[config.mk]
export PLATFORM = sky130hd
export DESIGN_NAME = osd_cmd_sequencer
export DESIGN_NICKNAME = d
export VERILOG_FILES = /design/src/rtl/osd_cmd_sequencer.sv
export SDC_FILE = /design/constraint.sdc
export NUM_CORES = 1
export LEC_CHECK = 0
export BUFFER_PORTS_ARGS = -buffer_cell sky130_fd_sc_hd__buf_2
export CORE_MARGIN = 8
export CORE_UTILIZATION = 52
export DETAILED_ROUTE_END_ITERATION = 6
export HOLD_SLACK_MARGIN = 0.1
export PLACE_DENSITY = 0.78
export SETUP_SLACK_MARGIN = 0.3
export SYNTH_ARGS = -nofsm -noshare
export SYNTH_HDL_FRONTEND = slang
export SYNTH_SLANG_ARGS = --single-unit
[constraint.sdc]
create_clock -name clk_sys -period 8.2 [get_ports clk_sys]
set_clock_uncertainty 0.1 [all_clocks]
set_input_delay 0 -clock clk_sys [delete_from_list [all_inputs] [get_ports clk_sys]]
set_output_delay 0 -clock clk_sys [all_outputs]
set_load 0.02 [all_outputs]
[src/rtl/osd_cmd_sequencer.sv]
`default_nettype none
// ============================================================================
//  Module   : osd_cmd_sequencer
//  Purpose  : Round-robin sequencer driving the OSD host bus for two
//             requesters (0 = menu renderer, 1 = info/popup engine). Each
//             grant emits one framed transaction: a command word followed by
//             N data words read from the winner's buffer through a shared
//             read port, with strobe setup/high timing and a post-frame gap.
//  Ports    : clk_sys, reset_n          - clock, async active-low reset
//             req, cmd_in, len_in       - per-requester request/command/count
//             ack, done                 - per-requester grant / finish pulses
//             rd_en, rd_sel, rd_addr,
//             rd_data                   - shared buffer read port (1-cycle)
//             io_osd, io_strobe, io_din - OSD host bus
//             busy                      - high whenever not IDLE
//  Revision : 1.0 - initial release
// ============================================================================
module osd_cmd_sequencer #(
  parameter int STROBE_LOW  = 2,
  parameter int STROBE_HIGH = 2,
  parameter int GAP         = 4,
  parameter int LEN_W       = 13
) (
  input  logic               clk_sys,
  input  logic               reset_n,
  input  logic [1:0]         req,
  input  logic [15:0]        cmd_in,
  input  logic [2*LEN_W-1:0] len_in,
  output logic [1:0]         ack,
  output logic [1:0]         done,
  output logic               rd_en,
  output logic               rd_sel,
  output logic [LEN_W-1:0]   rd_addr,
  input  logic [15:0]        rd_data,
  output logic               io_osd,
  output logic               io_strobe,
  output logic [15:0]        io_din,
  output logic               busy
);

  localparam logic [2:0] c_ST_IDLE   = 3'd0;
  localparam logic [2:0] c_ST_CMD_LO = 3'd1;
  localparam logic [2:0] c_ST_CMD_HI = 3'd2;
  localparam logic [2:0] c_ST_FETCH  = 3'd3;
  localparam logic [2:0] c_ST_CAPT   = 3'd4;
  localparam logic [2:0] c_ST_DAT_LO = 3'd5;
  localparam logic [2:0] c_ST_DAT_HI = 3'd6;
  localparam logic [2:0] c_ST_GAP    = 3'd7;

  localparam int CNT_W = 16;
  localparam logic [CNT_W-1:0] c_CNT_ONE  = CNT_W'(1);
  localparam logic [CNT_W-1:0] c_SL_LAST  = CNT_W'(STROBE_LOW - 1);
  // CAPT already supplies the first low cycle of a data word
  localparam logic [CNT_W-1:0] c_DLO_LAST = CNT_W'((STROBE_LOW >= 2) ? (STROBE_LOW - 2) : 0);
  localparam logic [CNT_W-1:0] c_SH_LAST  = CNT_W'(STROBE_HIGH - 1);
  localparam logic [CNT_W-1:0] c_GAP_LAST = CNT_W'(GAP - 1);
  localparam logic [LEN_W:0]   c_IDX_ONE  = {{LEN_W{1'b0}}, 1'b1};

  logic [2:0]       state_q, state_d;
  logic [CNT_W-1:0] cnt_q, cnt_d;
  logic             g_q, g_d;
  logic             last_q, last_d;
  logic [LEN_W-1:0] len_q, len_d;
  logic [LEN_W-1:0] idx_q, idx_d;
  logic [15:0]      din_q, din_d;
  logic [1:0]       ack_q, ack_d;

  logic             w_g;
  logic [LEN_W:0]   w_idx_nxt;

  // Contention alternates away from the last winner; a lone requester wins
  assign w_g       = (req == 2'b11) ? ~last_q : req[1];
  // One bit wider than the count so the compare never wraps at max length
  assign w_idx_nxt = {1'b0, idx_q} + c_IDX_ONE;

  always_comb begin
    state_d = state_q;
    cnt_d   = cnt_q;
    g_d     = g_q;
    last_d  = last_q;
    len_d   = len_q;
    idx_d   = idx_q;
    din_d   = din_q;
    ack_d   = 2'b00;
    case (state_q)
      c_ST_IDLE: begin
        if (req != 2'b00) begin
          g_d     = w_g;
          last_d  = w_g;
          ack_d   = w_g ? 2'b10 : 2'b01;
          len_d   = w_g ? len_in[2*LEN_W-1:LEN_W] : len_in[LEN_W-1:0];
          din_d   = {8'h00, (w_g ? cmd_in[15:8] : cmd_in[7:0])};
          cnt_d   = '0;
          state_d = c_ST_CMD_LO;
        end
      end
      c_ST_CMD_LO: begin
        if (cnt_q == c_SL_LAST) begin
          cnt_d   = '0;
          state_d = c_ST_CMD_HI;
        end else begin
          cnt_d = cnt_q + c_CNT_ONE;
        end
      end
      c_ST_CMD_HI: begin
        if (cnt_q == c_SH_LAST) begin
          cnt_d = '0;
          if (len_q == '0) begin
            din_d   = '0;
            state_d = c_ST_GAP;
          end else begin
            idx_d   = '0;
            state_d = c_ST_FETCH;
          end
        end else begin
          cnt_d = cnt_q + c_CNT_ONE;
        end
      end
      c_ST_FETCH: begin
        state_d = c_ST_CAPT;
      end
      c_ST_CAPT: begin
        din_d = rd_data;
        cnt_d = '0;
        if (STROBE_LOW == 1) begin
          state_d = c_ST_DAT_HI;
        end else begin
          state_d = c_ST_DAT_LO;
        end
      end
      c_ST_DAT_LO: begin
        if (cnt_q == c_DLO_LAST) begin
          cnt_d   = '0;
          state_d = c_ST_DAT_HI;
        end else begin
          cnt_d = cnt_q + c_CNT_ONE;
        end
      end
      c_ST_DAT_HI: begin
        if (cnt_q == c_SH_LAST) begin
          cnt_d = '0;
          if (w_idx_nxt == {1'b0, len_q}) begin
            din_d   = '0;
            state_d = c_ST_GAP;
          end else begin
            idx_d   = w_idx_nxt[LEN_W-1:0];
            state_d = c_ST_FETCH;
          end
        end else begin
          cnt_d = cnt_q + c_CNT_ONE;
        end
      end
      c_ST_GAP: begin
        if (cnt_q == c_GAP_LAST) begin
          cnt_d   = '0;
          state_d = c_ST_IDLE;
        end else begin
          cnt_d = cnt_q + c_CNT_ONE;
        end
      end
      default: begin
        state_d = c_ST_IDLE;
      end
    endcase
  end

  always_ff @(posedge clk_sys or negedge reset_n) begin
    if (!reset_n) begin
      state_q <= c_ST_IDLE;
      cnt_q   <= '0;
      g_q     <= 1'b0;
      last_q  <= 1'b0;
      len_q   <= '0;
      idx_q   <= '0;
      din_q   <= '0;
      ack_q   <= 2'b00;
    end else begin
      state_q <= state_d;
      cnt_q   <= cnt_d;
      g_q     <= g_d;
      last_q  <= last_d;
      len_q   <= len_d;
      idx_q   <= idx_d;
      din_q   <= din_d;
      ack_q   <= ack_d;
    end
  end

  // Bus controls decode straight from state so reset drops them without a clock
  assign busy      = (state_q != c_ST_IDLE);
  assign io_osd    = busy && (state_q != c_ST_GAP);
  assign io_strobe = (state_q == c_ST_CMD_HI) || (state_q == c_ST_DAT_HI);
  assign rd_en     = (state_q == c_ST_FETCH);
  assign rd_sel    = g_q;
  assign rd_addr   = idx_q;
  // Read data is presented during CAPT itself so it meets the full low-time setup
  assign io_din    = (state_q == c_ST_CAPT) ? rd_data : din_q;
  assign ack       = ack_q;
  assign done      = ((state_q == c_ST_GAP) && (cnt_q == c_GAP_LAST)) ?
                     (g_q ? 2'b10 : 2'b01) : 2'b00;

endmodule
`default_nettype wire

==> results of run 1 <==
cell type report:
| cell class | instances | area, um^2 | share of cell area |
|---|---|---|---|
| Multi-Input combinational cell | 352 | 2350 | 0.438 |
| Sequential cell | 64 | 1600 | 0.299 |
| Timing Repair Buffer | 156 | 1060 | 0.198 |
| Clock buffer | 11 | 141 | 0.0264 |
| Tap cell | 102 | 128 | 0.0238 |
| Clock inverter | 4 | 45.0 | 0.00841 |
| Inverter | 9 | 33.8 | 0.00631 |
placed cells by master, fill, tap and decap left out, types with 13 or more instances in the layout:
cell / instances
mux2i_1: 22
buf_2: 99
dlygate4sd3_1: 54
a21oi_1: 13
o21ai_0: 44
nor2_1: 15
dfrtp_1: 64
nand2_1: 86
a21o_1: 22
worst min-delay path by stage:
stage / endpoint / slack, ps / cells past startpoint
after floorplan: ack[0]$_DFF_PN0_ / -400 / 0
final: rd_addr[3]$_DFFE_PN0P_ / 260 / 3
after detailed placement: ack[0]$_DFF_PN0_ / 120 / 2
after global routing: len_q[8]$_DFFE_PN0P_ / 350 / 3
after global placement: ack[0]$_DFF_PN0_ / 120 / 2
after CTS: rd_addr[3]$_DFFE_PN0P_ / 300 / 3
metrics by stage:
step / hold WS [ps] / setup WS (ps) / utilization / cell area, um^2
final: 262 / 4940 / 0.696 / 5350
after global routing: 348 / 4740 / 0.696 / 5350
after CTS: 297 / 5030 / 0.696 / 5350
after detailed placement: 124 / 5030 / 0.602 / 4630
after global placement: 120 / 5170 / 0.602 / 4630
after floorplan: -396 / 5290 / - / 4080
worst max-delay path, stage by stage, from the launching register on:
cell,delay [ps]
dfrtp_1,500
ha_1,360
nand3_2,130
or4_4,580
nand2_2,100
nand4_4,150
o31ai_4,660
and2_1,430
a21o_1,180
routing by layer:
metal,share of wire,up-vias,GRT usage
met1,0.42,1908,0.243
met5,0,-,0
met2,0.50,124,0.366
li1,-,1882,-
met4,0.033,0,0.114
met3,0.047,37,0.0387
kinds of logic (layout without fill, tap and decap cells):
group / after synthesis / after routing
fa+ha+maj: 5 / 5
xor+xnor: 15 / 15
compound gates: 107 / 107
buf+inv: 32 / 180
mux: 34 / 34
flops: 64 / 64
simple gates: 191 / 191
timing repair:
item	4_1_cts	5_1_grt
hold buffers	54	0
endpoints found under the hold margin	95	0
buffers inserted	0	0
power breakdown:
group          internal, mW  switching [mW]  leakage (nW)
registers             0.400          0.0942         0.844
logic                 0.317           0.440          1.77
clock network         0.146           0.117        0.0989
sequential cells by signal (all words and copies together), names as in the netlist:
name / count
cnt_q: 16
len_q: 13
state_q: 3
last_q: 1
din_q: 16
ack: 2
rd_addr: 13
synth_stat cells, types with 6 or more instances:
cell type | count | area [um^2]
mux2i_1 | 22 | 220
a22o_2 | 8 | 80.1
nand2_1 | 86 | 323
o21ai_0 | 44 | 220
nand3_1 | 6 | 30.0
mux2_2 | 8 | 90.1
nor3b_1 | 11 | 82.6
inv_1 | 9 | 33.8
a21oi_1 | 13 | 65.1
nand2b_1 | 9 | 56.3
and3_1 | 11 | 68.8
nor4_1 | 9 | 56.3
xnor2_1 | 10 | 87.6
buf_2 | 7 | 35.0
a21o_1 | 22 | 165
clkbuf_1 | 11 | 41.3
nor2_1 | 15 | 56.3
nor3_1 | 8 | 40.0
dfrtp_1 | 64 | 1600
==> flow_metrics.tcl, run 1 <==
set metrics [dict create \
    cts_resized 0 \
    yosysWarningCount 0 \
    slew-limit-headroom 0.300 \
    grt_pass1_wl_mm 19.4 \
    clock_sinks 64 \
    grt_pass1_vias 4088 \
    drt_iter0_markers 194 \
    drive_above_1_share 0.265 \
    ys_seq_area_frac 0.392 \
    synth_top_family_by_area "simple AND/OR/NAND/NOR gates" \
    synth_compound_area_frac 0.179 \
    globalRouteTotalUtil 0.211 \
    netlist_area_mm2 0.00408 \
    setup_viol 0 \
    wl_per_cell_um 16.3 \
    ir_drop_mv 0.238 \
    antenna_found_initial 0 \
    fin_tns_setup_ps 0 \
    htree_levels 3 \
    synth_edf_count 0 \
    dp_hpwl_mm 7.45 \
    fin_crit_ps 3260 \
    final_antenna_net_count 0 \
    critPathRequiredTime_ps 8380 \
    maxCapViolations 0 \
    drt_drc_violations_left 0 \
    overflow 0 \
    cp.arrival_ps 3440 \
    routed_via_density 5.66 \
    drt_first_pass_iters 4 \
    end_kind "flip-flop" \
    dp_cells 629 \
    fillers 577 \
    area_growth_pct 31.1 \
    finalNonFillerCells 698 \
    finalHoldViolations 0 \
    ys_seq_elements 64 \
    syn_inst 448 \
    max_freq_mhz 307 \
    syn-num-nets 514 \
    p_leak_nw 2.71 \
    pin_count 100 \
    min_path_type "in -> async" \
    cp_max_fo 17 \
    finalPower_mw 1.51 \
    reg2reg_setup_slack_ps 4940 \
    die_x_um 105 \
    fin_nets 658 \
    portBuffers 99 \
    worstSetupPathType "reg -> reg" \
    synthXorXnorAreaFrac 0.0322 \
    async_reset_ff_frac 1.00 \
    grt_max_degree 65 \
    die_area_mm2 0.0109 \
    powerDensity_mw_per_mm2 283 \
    synth_adder_area_share 0.0147 \
    startpoint_type "flip-flop" \
    ys_types 58 \
    min_period_over_period 0.397 \
    grt_setup_unrepaired "false" \
    r2r_start "rd_addr[0]$_DFFE_PN0P_" \
    cts_tree "done" \
    vias 3951 \
    worstSetupStartpoint "rd_addr[0]$_DFFE_PN0P_" \
    numCtsBuffers 9 \
    insertion_delay_ps 340 \
    synth-simple-area-share 0.253 \
    cts.clk_slew.worst_paths_ps 70 \
    place_congestion 0.894 \
    worst_pin_slew_ps 1050 \
    antenna_cells 0 \
    syn_avg_cell_area_um2 9.11 \
    initial_core_util 0.531 \
    core_area_mm2 0.00769 \
    cts-root-buf "clkbuf_8" \
    clockBufferDepth 2 \
    slew_viol_final 0 \
    row_count 32 \
    rr_worst_depth 8 \
    fp.dieH_um 105 \
    synthMuxAreaShare 0.0926 \
    ys_dominant_reg_cell "dfrtp_1" \
    rr_endpoint "rd_addr[4]$_DFFE_PN0P_" \
    run_status "finished clean" \
    drt_wl_total_mm 11.4 \
    endpoint "rd_addr[4]$_DFFE_PN0P_" \
]
(Power assumes the default switching activity.)
==> run 2: changes to the inputs <==
--- a/config.mk
+++ b/config.mk
@@ -7,10 +7,10 @@
 export LEC_CHECK = 0
 export BUFFER_PORTS_ARGS = -buffer_cell sky130_fd_sc_hd__buf_2
 export CORE_MARGIN = 8
-export CORE_UTILIZATION = 52
+export CORE_UTILIZATION = 49
 export DETAILED_ROUTE_END_ITERATION = 6
 export HOLD_SLACK_MARGIN = 0.1
-export PLACE_DENSITY = 0.78
+export PLACE_DENSITY = 0.77
 export SETUP_SLACK_MARGIN = 0.3
 export SYNTH_ARGS = -nofsm -noshare
 export SYNTH_HDL_FRONTEND = slang
==> constraint.sdc (replaced) <==
create_clock -name clk_sys -period 2.94 [get_ports clk_sys]
set_clock_uncertainty 0.1 [all_clocks]
set_input_delay 0 -clock clk_sys [delete_from_list [all_inputs] [get_ports clk_sys]]
set_output_delay 0 -clock clk_sys [all_outputs]
set_load 0.02 [all_outputs]
==> run 2 against run 1 <==
Global-route usage increased by 0.62 points. Sequential share of layout area fell by 1.6 points. Flip-flop and latch count unchanged. Die area is 5.2% higher. Hold slack worse by 170 ps. Utilization up 0.61 points. Non-clock buffer count up 28. Critical path depth rose by 1. Sequential power rose to 2.8 times the previous value. Register-to-register slack worse by 4600 ps. Critical endpoint is now din_q[5]$_DFFE_PN0P_. Largest power group unchanged. Highest routed layer unchanged.
==> flow_metrics.tcl, run 2 (synthesized netlist as in run 1, its figures left out) <==
set metrics [dict create \
    maxCapViolations 0 \
    antenna_cells 0 \
    wl_per_cell_um 17.1 \
    cts-root-buf "clkbuf_8" \
    rr_endpoint "din_q[5]$_DFFE_PN0P_" \
    worstSetupPathType "reg -> reg" \
    cp_cell_sequence "ha_4, nand3_2, or4_4, or2_1, nand4_4, nor4_4, o21ai_4, buf_12, mux2_2" \
    max_freq_mhz 384 \
    mostFrequentLayoutCells "buf_2 (99), nand2_1 (86), dlygate4sd3_1 (53)" \
    final_antenna_net_count 0 \
    r2r_start "rd_addr[1]$_DFFE_PN0P_" \
    globalRouteTotalUtil 0.217 \
    end_kind "flip-flop" \
    cp_max_fo 12 \
    startpoint_type "flip-flop" \
    rr_worst_depth 9 \
    finalPower_mw 4.51 \
    portBuffers 99 \
    reg2reg_setup_slack_ps 340 \
    cp.buffers_inverters 1 \
    reg_top3 "cnt_q (16), din_q (16)" \
    cp_slowest_stage_delay_ps 470 \
    antenna_found_initial 0 \
    slew-limit-headroom 0.695 \
    cpLargestDelayFamily "simple AND/OR/NAND/NOR gates" \
    cp.arrival_ps 2730 \
    overflow 0 \
    clkPwrFrac 0.176 \
    pin_count 100 \
    fin_crit_ps 2600 \
    powerDensity_mw_per_mm2 789 \
    dp_hpwl_mm 7.79 \
    utilization 0.703 \
    grt_pass1_vias 4249 \
    fin_tns_setup_ps 0 \
    insertion_delay_ps 350 \
    htree_levels 3 \
    grt_setup_unrepaired "true" \
    finalHoldViolations 0 \
    numCtsBuffers 9 \
    fp.dieH_um 107 \
    power_frac_seq 0.310 \
    drive_above_1_share 0.336 \
    min_path_type "in -> async" \
    clock_sinks 64 \
    p_comb_frac 0.514 \
    routed_via_density 5.62 \
    power_switching_mw 1.94 \
    ir_drop_mv 0.575 \
    cts.clk_slew.worst_paths_ps 80 \
    place_congestion 0.914 \
    fillers 580 \
    min_period_over_period 0.885 \
    area_growth_pct 40.0 \
    drt_drc_violations_left 0 \
    clockBufferDepth 2 \
    worst_pin_slew_ps 453 \
    row_count 33 \
    initial_core_util 0.502 \
    grt_max_degree 65 \
    grt_pass1_wl_mm 20.3 \
    netSwitchingFraction 0.431 \
    mostFrequentLayoutCell "buf_2" \
    run_status "finished clean" \
    setup_viol 0 \
    drt_wl_total_mm 12.5 \
    die_area_mm2 0.0115 \
    drt_first_pass_iters 4 \
    drt_iter0_markers 197 \
    fin_nets 686 \
    vias 4101 \
    critPathRequiredTime_ps 3070 \
    cts_tree "done" \
    internal_power_mw 2.57 \
    slowest_stage "or4_4" \
    p_leak_nw 2.88 \
    core_area_mm2 0.00813 \
    die_x_um 107 \
    slew_viol_final 0 \
]
run 2: cell count changes in the layout (fill, tap and decap cells not counted), sizes merged:
cell	before	now
buf	102	129
clkinvlp	0	2
clkbuf	11	12
clkinv	3	2
dlygate4sd3	54	53
dlymetal6s2s	0	1
run 2: per-stage QoR:
stage	hold WS, ps	worst slack [ps]	instance area [um^2]	std cells
6_report	88.4	338	5710	730
5_1_grt	133	256	5710	730
4_1_cts	108	297	5510	712
3_5_place_dp	-54.9	158	4710	639
3_3_place_gp	-54.5	225	4710	639
2_1_floorplan	-396	301	4100	448
run 2: cell type report:
class | instances | area (um^2) | area share
Clock buffer | 11 | 151 | 0.0265
Clock inverter | 5 | 55.1 | 0.00963
Inverter | 9 | 33.8 | 0.00591
Multi-Input combinational cell | 352 | 2430 | 0.425
Sequential cell | 64 | 1620 | 0.283
Tap cell | 105 | 131 | 0.0230
Timing Repair Buffer | 184 | 1300 | 0.227
run 2: repair_timing:
item | 4_1_cts | 5_1_grt
pin swaps | 2 | 7
hold buffers | 53 | 0
resized for setup | 6 | 18
endpoints found under the setup margin | 13 | 41
endpoints found under the hold margin | 94 | 0
buffers inserted | 4 | 18
run 2: metal layers:
metal | global-route usage | up-vias | share of wire
li1 | - | 1937 | -
met4 | 0.0945 | 0 | 0.034
met5 | 0 | - | 0
met3 | 0.0635 | 40 | 0.047
met1 | 0.254 | 2000 | 0.40
met2 | 0.362 | 124 | 0.52
run 2: worst reg2reg max path, cell delays in order, from the launching register on:
cell,delay [ps]
dfrtp_2,420
ha_4,200
nand3_2,100
or4_4,470
or2_1,270
nand4_4,140
nor4_4,70
o21ai_4,180
buf_12,160
mux2_2,360
run 2: power by group through the flow:
stage	Sequential (mW)	Clock, mW	Combinational [mW]
floorplan	1.31	0	1.52
global placement	1.39	0	1.94
detailed placement	1.40	0	2.00
CTS	1.38	0.805	2.22
global route	1.43	0.850	2.55
finish	1.40	0.794	2.32
run 2: how the worst max path moves through the flow:
stage	cells after the start	slack (ps)	endpoint	startpoint
6_report	9	340	din_q[5]$_DFFE_PN0P_	rd_addr[1]$_DFFE_PN0P_
2_1_floorplan	9	300	din_q[6]$_DFFE_PN0P_	rd_addr[0]$_DFFE_PN0P_
3_5_place_dp	7	160	din_q[2]$_DFFE_PN0P_	rd_addr[2]$_DFFE_PN0P_
5_1_grt	7	260	din_q[7]$_DFFE_PN0P_	state_q[2]$_DFFE_PN0P_
3_3_place_gp	7	220	din_q[1]$_DFFE_PN0P_	rd_addr[2]$_DFFE_PN0P_
4_1_cts	8	300	din_q[5]$_DFFE_PN0P_	rd_addr[7]$_DFFE_PN0P_
